File: src/rtl/timer_pkg.sv
// Shared types and helpers for the run/pause/done display timer.
package timer_pkg;

  typedef enum logic [1:0] {
    IDLE  = 2'd0,
    RUN   = 2'd1,
    PAUSE = 2'd2,
    DONE  = 2'd3
  } state_e;

  // All segments off (active-low); reserved for display blanking.
  localparam logic [6:0] SEG_BLANK = 7'b1111111;

  // Active-low {g,f,e,d,c,b,a} hex font.
  function automatic logic [6:0] hex7seg(input logic [3:0] v);
    logic [6:0] s;
    case (v)
      4'h0:    s = 7'b1000000;
      4'h1:    s = 7'b1111001;
      4'h2:    s = 7'b0100100;
      4'h3:    s = 7'b0110000;
      4'h4:    s = 7'b0011001;
      4'h5:    s = 7'b0010010;
      4'h6:    s = 7'b0000010;
      4'h7:    s = 7'b1111000;
      4'h8:    s = 7'b0000000;
      4'h9:    s = 7'b0010000;
      4'hA:    s = 7'b0001000;
      4'hB:    s = 7'b0000011;
      4'hC:    s = 7'b0100111;
      4'hD:    s = 7'b0100001;
      4'hE:    s = 7'b0000100;
      default: s = 7'b0001110;
    endcase
    return s;
  endfunction

endpackage

File: src/rtl/timer_ctrl_if.sv
// Board-side signal bundle of the timer: buttons/switches in, display out.
interface timer_ctrl_if;
  logic       btn_start;
  logic       btn_pause;
  logic       btn_load;
  logic       clear;
  logic       dir;
  logic [3:0] preset;
  logic [3:0] q;
  logic [6:0] seg;
  logic       tick;
  logic       busy;
  logic       done;

  // Board / bench side: drives the buttons and switches, observes the display.
  modport master (
    output btn_start, btn_pause, btn_load, clear, dir, preset,
    input  q, seg, tick, busy, done
  );

  // Timer side.
  modport slave (
    input  btn_start, btn_pause, btn_load, clear, dir, preset,
    output q, seg, tick, busy, done
  );
endinterface

File: src/rtl/timer_ctrl_btn_sync_edge.sv
// Two-flop synchronizer with optional registered rising-edge pulse.
module btn_sync_edge #(
  parameter int EDGE = 1
) (
  input  logic clk,
  input  logic rst,
  input  logic d_i,
  output logic q_o
);

  logic sync1_q;
  logic sync2_q;

  // Bring the asynchronous input into the clk domain.
  always_ff @(posedge clk or posedge rst) begin
    if (rst) begin
      sync1_q <= 1'b0;
      sync2_q <= 1'b0;
    end else begin
      sync1_q <= d_i;
      sync2_q <= sync1_q;
    end
  end

  if (EDGE != 0) begin : g_edge
    logic prev_q;
    logic pulse_q;

    // Registered one-cycle pulse on each synchronized rising edge.
    always_ff @(posedge clk or posedge rst) begin
      if (rst) begin
        prev_q  <= 1'b0;
        pulse_q <= 1'b0;
      end else begin
        prev_q  <= sync2_q;
        pulse_q <= sync2_q & ~prev_q;
      end
    end

    assign q_o = pulse_q;
  end else begin : g_level
    assign q_o = sync2_q;
  end

endmodule

File: src/rtl/timer_ctrl.sv
// Run/pause/done sequencer for the 4-bit up/down seven-segment timer.
module timer_ctrl
  import timer_pkg::*;
#(
  parameter int TICK_DIV = 50000000
) (
  input  logic         clk,
  input  logic         rst,
  timer_ctrl_if.slave  bus
);

  localparam int DIV_W = $clog2(TICK_DIV);
  localparam logic [DIV_W-1:0] DIV_LAST = DIV_W'(TICK_DIV - 1);

  logic start_evt;
  logic pause_evt;
  logic load_evt;
  logic clear_s;

  btn_sync_edge #(.EDGE(1)) u_start (.clk(clk), .rst(rst), .d_i(bus.btn_start), .q_o(start_evt));
  btn_sync_edge #(.EDGE(1)) u_pause (.clk(clk), .rst(rst), .d_i(bus.btn_pause), .q_o(pause_evt));
  btn_sync_edge #(.EDGE(1)) u_load  (.clk(clk), .rst(rst), .d_i(bus.btn_load),  .q_o(load_evt));
  btn_sync_edge #(.EDGE(0)) u_clear (.clk(clk), .rst(rst), .d_i(bus.clear),     .q_o(clear_s));

  state_e           state_q;
  logic [3:0]       q_q;
  logic [DIV_W-1:0] div_q;

  logic       tick_d;
  logic [3:0] q_step_d;
  logic       term_d;

  // Tick is the last divider count while running; the step and terminal
  // test use dir as it stands in the tick cycle.
  always_comb begin
    tick_d   = (state_q == RUN) && (div_q == DIV_LAST);
    q_step_d = bus.dir ? (q_q + 4'd1) : (q_q - 4'd1);
    term_d   = bus.dir ? (q_step_d == 4'hF) : (q_step_d == 4'h0);
  end

  // Sequencer: clear overrides everything, then tick > pause > start > load.
  always_ff @(posedge clk or posedge rst) begin
    if (rst) begin
      state_q <= IDLE;
      q_q     <= 4'd0;
      div_q   <= '0;
    end else if (clear_s) begin
      state_q <= IDLE;
      q_q     <= 4'd0;
      div_q   <= '0;
    end else begin
      unique case (state_q)
        IDLE: begin
          if (start_evt) begin
            state_q <= RUN;
            div_q   <= '0;
          end else if (load_evt) begin
            q_q <= bus.preset;
          end
        end
        RUN: begin
          if (tick_d) begin
            q_q   <= q_step_d;
            div_q <= '0;
            // Reaching the terminal value wins over a same-cycle pause.
            if (term_d)         state_q <= DONE;
            else if (pause_evt) state_q <= PAUSE;
          end else begin
            div_q <= div_q + DIV_W'(1);
            if (pause_evt) state_q <= PAUSE;
          end
        end
        PAUSE: begin
          // Divider keeps its frozen value so the interrupted period resumes.
          if (start_evt) state_q <= RUN;
        end
        DONE: begin
          if (start_evt) begin
            state_q <= RUN;
            div_q   <= '0;
          end else if (load_evt) begin
            q_q     <= bus.preset;
            state_q <= IDLE;
          end
        end
        default: state_q <= IDLE;
      endcase
    end
  end

  assign bus.q    = q_q;
  assign bus.seg  = hex7seg(q_q);
  assign bus.tick = tick_d;
  assign bus.busy = (state_q == RUN) || (state_q == PAUSE);
  assign bus.done = (state_q == DONE);

endmodule

File: src/flat_wrapper.sv
// flat-port wrapper written by rule: the top's interface ports become plain ports
module timer_ctrl_flat import timer_pkg::*;
#(
  parameter int TICK_DIV = 50000000
)
  (clk, rst, bus_btn_start, bus_btn_pause, bus_btn_load, bus_clear, bus_dir, bus_preset, bus_q, bus_seg, bus_tick, bus_busy, bus_done);
  timer_ctrl_if bus_i ();
  input  logic clk;
  input  logic rst;
  input wire logic [$bits(bus_i.btn_start)-1:0] bus_btn_start;
  input wire logic [$bits(bus_i.btn_pause)-1:0] bus_btn_pause;
  input wire logic [$bits(bus_i.btn_load)-1:0] bus_btn_load;
  input wire logic [$bits(bus_i.clear)-1:0] bus_clear;
  input wire logic [$bits(bus_i.dir)-1:0] bus_dir;
  input wire logic [$bits(bus_i.preset)-1:0] bus_preset;
  output wire logic [$bits(bus_i.q)-1:0] bus_q;
  output wire logic [$bits(bus_i.seg)-1:0] bus_seg;
  output wire logic [$bits(bus_i.tick)-1:0] bus_tick;
  output wire logic [$bits(bus_i.busy)-1:0] bus_busy;
  output wire logic [$bits(bus_i.done)-1:0] bus_done;
  assign bus_i.btn_start = bus_btn_start;
  assign bus_i.btn_pause = bus_btn_pause;
  assign bus_i.btn_load = bus_btn_load;
  assign bus_i.clear = bus_clear;
  assign bus_i.dir = bus_dir;
  assign bus_i.preset = bus_preset;
  assign bus_q = bus_i.q;
  assign bus_seg = bus_i.seg;
  assign bus_tick = bus_i.tick;
  assign bus_busy = bus_i.busy;
  assign bus_done = bus_i.done;
  timer_ctrl #(.TICK_DIV(TICK_DIV)) u_core (.clk(clk), .rst(rst), .bus(bus_i));
endmodule
File: config.mk
export PLATFORM = sky130hd
export DESIGN_NAME = timer_ctrl_flat
export DESIGN_NICKNAME = d
export VERILOG_FILES = /design/src/rtl/timer_pkg.sv /design/src/rtl/timer_ctrl_if.sv /design/src/rtl/timer_ctrl_btn_sync_edge.sv /design/src/rtl/timer_ctrl.sv /design/src/flat_wrapper.sv
export SDC_FILE = /design/constraint.sdc
export NUM_CORES = 1
export LEC_CHECK = 0
export ABC_AREA = 1
export BUFFER_PORTS_ARGS = -buffer_cell sky130_fd_sc_hd__clkbuf_2
export CORE_UTILIZATION = 39
export CTS_CLUSTER_DIAMETER = 100
export DETAILED_ROUTE_END_ITERATION = 6
export PLACE_DENSITY_LB_ADDON = 0.25
export SLEW_MARGIN = 40
export SYNTH_ARGS = -nofsm -noshare
export SYNTH_HDL_FRONTEND = slang
export SYNTH_SLANG_ARGS = --single-unit
File: constraint.sdc
create_clock -name clk -period 2.16 [get_ports clk]
set_clock_uncertainty 0.1 [all_clocks]
set_input_delay 0.432 -clock clk [delete_from_list [all_inputs] [get_ports clk]]
set_output_delay 0.432 -clock clk [all_outputs]
set_load 0.1 [all_outputs]
==> impl_metrics.toml <==
[worst_hold_path]
hp-class = "primary input to async pin"

[logic_synthesis]
ys_types = 33
syn-num-nets = 406
ys_ff_latch = 46
synthTopCellsByArea = "dfrtp_1 40%, nand2_1 14%, nor2_1 7.5%"
synthTopCellsByCount = "105 x nand2_1, 57 x nor2_1, 46 x dfrtp_1"
syn-instance-count = 378
synth_most_common_cell = "nand2_1"
ys.flop_type = "dfrtp_1"
synth_area_um2 = 2855
synth-edff-count = 0
yosysTopAreaCell = "dfrtp_1"
yosysSeqAreaShare_pct = 40.32
synth_top_area_share_pct = 40.32
ys_warn_count = 0
syn_area_per_cell_um2 = 7.554
async_reset_ff_share_pct = 100.0

[drt]
routed_wirelength_mm = 6.443
drc = 0
wl_met3_um = 260
drt-vias-per-instance = 4.906
vias = 2571
m1WireLength_mm = 2.966
drtAntennaViolNets = 0
wl_met2_mm = 3.121
wire_per_inst_um = 12.30
top_layer = "met4"
drt_iter0_drc = 156
drtPass1Iterations = 5

[sta]
final.setup.tns_ns = -0.1750
finalHoldViolations = 0
post-route-min-period_ns = 2.257
setup_viol = 4
max_slew_margin_pct = 63.94
slew_violations = 0
tightest_slew_ns = 0.5433
worst_slack_ns = -0.09658
fin_crit_sh_pct = 104.5
fmax_ghz = 0.4431
rsz0062_at_grt = "yes"

[die]
die-area_um2 = 7668
start_util_pct = 41.12
row_count = 30
io_pins = 25
die_y_um = 87.57
chipWidth_um = 87.57
core_area_um2 = 6944

[finish]
register_area_um2 = 1167
multi_input_area_um2 = 1645
fillers = 659
finalNetCount = 455
final_util_pct = 52.58
drive_gt1_share_pct = 25.47
antenna_cells = 0
area_growth_pct = 27.87

[worst_setup_path]
r2r_cells = 11
cp.required_ns = 1.63
end_kind = "output pin"
crit_type = "register to output pin"
worstSetupStartpointType = "register"
cp_max_fo = 4
arrival_ns = 1.72

[grt]
grt_max_degree = 28
grt.total_usage_pct = 18.87
grt_pass1_vias = 2569
antenna_found_initial = 0
grt_pass1_wl_mm = 11.36
grt_overflow = 0

[clock_tree]
cts_hold_buf = 0
h-tree-depth = 2
max-clock-path-buffers = 2
tritoncts = "built"
path_clk_slew_ns = 0.09
clk_latency_ns = 0.30
cts_buffers = 5
clkSinkCount = 46
root_buffer = "clkbuf_8"

[place]
post-dp-hpwl_mm = 4.798
gp_congestion = 0.9044
io_buffers = 24

[pwr]
p_leak_nw = 1.680
ir_drop_v = 0.0004094
power_density_nw_per_um2 = 1149

[run_status]
violations = "negative setup slack"
status = "finished, violations left"

[run]
cap_violations = 0
-- metal layers --
layer	track usage [%]	up-vias
met3	3.110	11
met4	5.961	0
met2	32.88	61
li1	-	1285
met1	23.97	1214
met5	0	-
-- state kept, by name (all words and copies together) (netlist names) --
signal and cells:
u_core.div_q 26, u_core.bus.q 4, u_core.state_q 2, u_core.u_clear.q_o 1, u_core.u_clear.sync1_q 1, u_core.u_load.g_edge.prev_q 1
u_core.u_load.q_o 1, u_core.u_load.sync1_q 1, u_core.u_load.sync2_q 1, u_core.u_pause.g_edge.prev_q 1, u_core.u_pause.q_o 1, u_core.u_pause.sync1_q 1
u_core.u_pause.sync2_q 1, u_core.u_start.g_edge.prev_q 1, u_core.u_start.q_o 1, u_core.u_start.sync1_q 1, u_core.u_start.sync2_q 1
-- cells by family after synthesis --
| logic type | Yosys count | synth area share (%) |
|---|---|---|
| flops | 46 | 40.32 |
| xor+xnor | 12 | 3.681 |
| simple gates | 224 | 34.88 |
| buf+inv | 51 | 7.669 |
| fa+ha+maj | 17 | 7.712 |
| compound gates | 28 | 5.740 |
-- power breakdown --
| group | switching [mW] | internal (mW) |
|---|---|---|
| Clock | 0.290 | 0.229 |
| Combinational | 1.74 | 0.885 |
| Sequential | 0.109 | 0.940 |
-- cell usage in the layout (no fill, tap or decap), types with 2 or more instances in the layout --
| cell type | n |
|---|---|
| a21oi_1 | 3 |
| nor2_2 | 11 |
| nor3_1 | 5 |
| inv_2 | 3 |
| dfrtp_1 | 41 |
| nand2_4 | 4 |
| clkbuf_8 | 5 |
| ha_4 | 5 |
| buf_12 | 9 |
| a22oi_1 | 3 |
| nand4_1 | 8 |
| clkbuf_1 | 2 |
| o21ai_2 | 2 |
| nand2_2 | 7 |
| inv_1 | 38 |
| nor2_4 | 2 |
| xor2_1 | 7 |
| nand3b_1 | 2 |
| clkbuf_2 | 14 |
| inv_4 | 2 |
| clkinvlp_4 | 2 |
| buf_6 | 4 |
| nand3_1 | 26 |
| o211ai_1 | 2 |
| a31oi_4 | 2 |
| xnor2_1 | 4 |
| nor3_2 | 2 |
| nand2_1 | 99 |
| ha_1 | 10 |
| inv_6 | 2 |
| buf_4 | 19 |
| dfrtp_4 | 4 |
| o21ai_0 | 9 |
| nor2_1 | 54 |
-- worst max-delay path, cell delays in order (launching register included) --
cell and delay, ns:
dfrtp_4 0.51, inv_6 0.08, ha_4 0.19, or2_4 0.26
a31oi_4 0.19, buf_12 0.19
-- what timing repair did --
action / CTS / global route
buffers inserted: 14 / 2
pin swaps: 6 / 1
setup endpoints to repair: 5 / 11
resized for setup: 19 / 6
-- layout make-up --
| class | instances | area share, % |
|---|---|---|
| Timing Repair Buffer | 47 | 12.13 |
| Inverter | 46 | 5.243 |
| Clock inverter | 1 | 0.2056 |
| Tap cell | 96 | 3.290 |
| Clock buffer | 7 | 2.090 |
| Multi-Input combinational cell | 281 | 45.07 |
| Sequential cell | 46 | 31.97 |
-- path summary, 6_finish.rpt --
kind / start / end / slack (ns)
setup / recovery: u_core.bus.q[0]$_DFFE_PP0P_ / bus_seg[3] / -0.1
max in group asynchronous: rst / u_core.bus.q[1]$_DFFE_PP0P_ / 1.43
hold reg to reg: u_core.u_pause.sync1_q$_DFF_PP0_ / u_core.u_pause.sync2_q$_DFF_PP0_ / 0.25
setup reg to reg: u_core.bus.q[0]$_DFFE_PP0P_ / u_core.state_q[1]$_DFFE_PP0P_ / 0.13
hold / removal: rst / u_core.u_load.sync1_q$_DFF_PP0_ / 0.007
min in group clk: bus_btn_load / u_core.u_load.sync1_q$_DFF_PP0_ / 0.13
-- through the flow --
stage	hold WS (ns)	std cells	area, µm²	total power [mW]	setup slack, ns
floorplan	0.2312	378	2988	2.869	-0.7892
global placement	0.2326	500	3359	3.458	0.1384
detailed placement	0.2364	500	3359	3.496	0.1159
CTS	0.02634	522	3615	4.183	-0.09145
global route	0.04398	524	3651	4.435	-0.1420
finish	0.006682	524	3651	4.194	-0.09658
No activity file was read; power rests on OpenSTA's default activity.
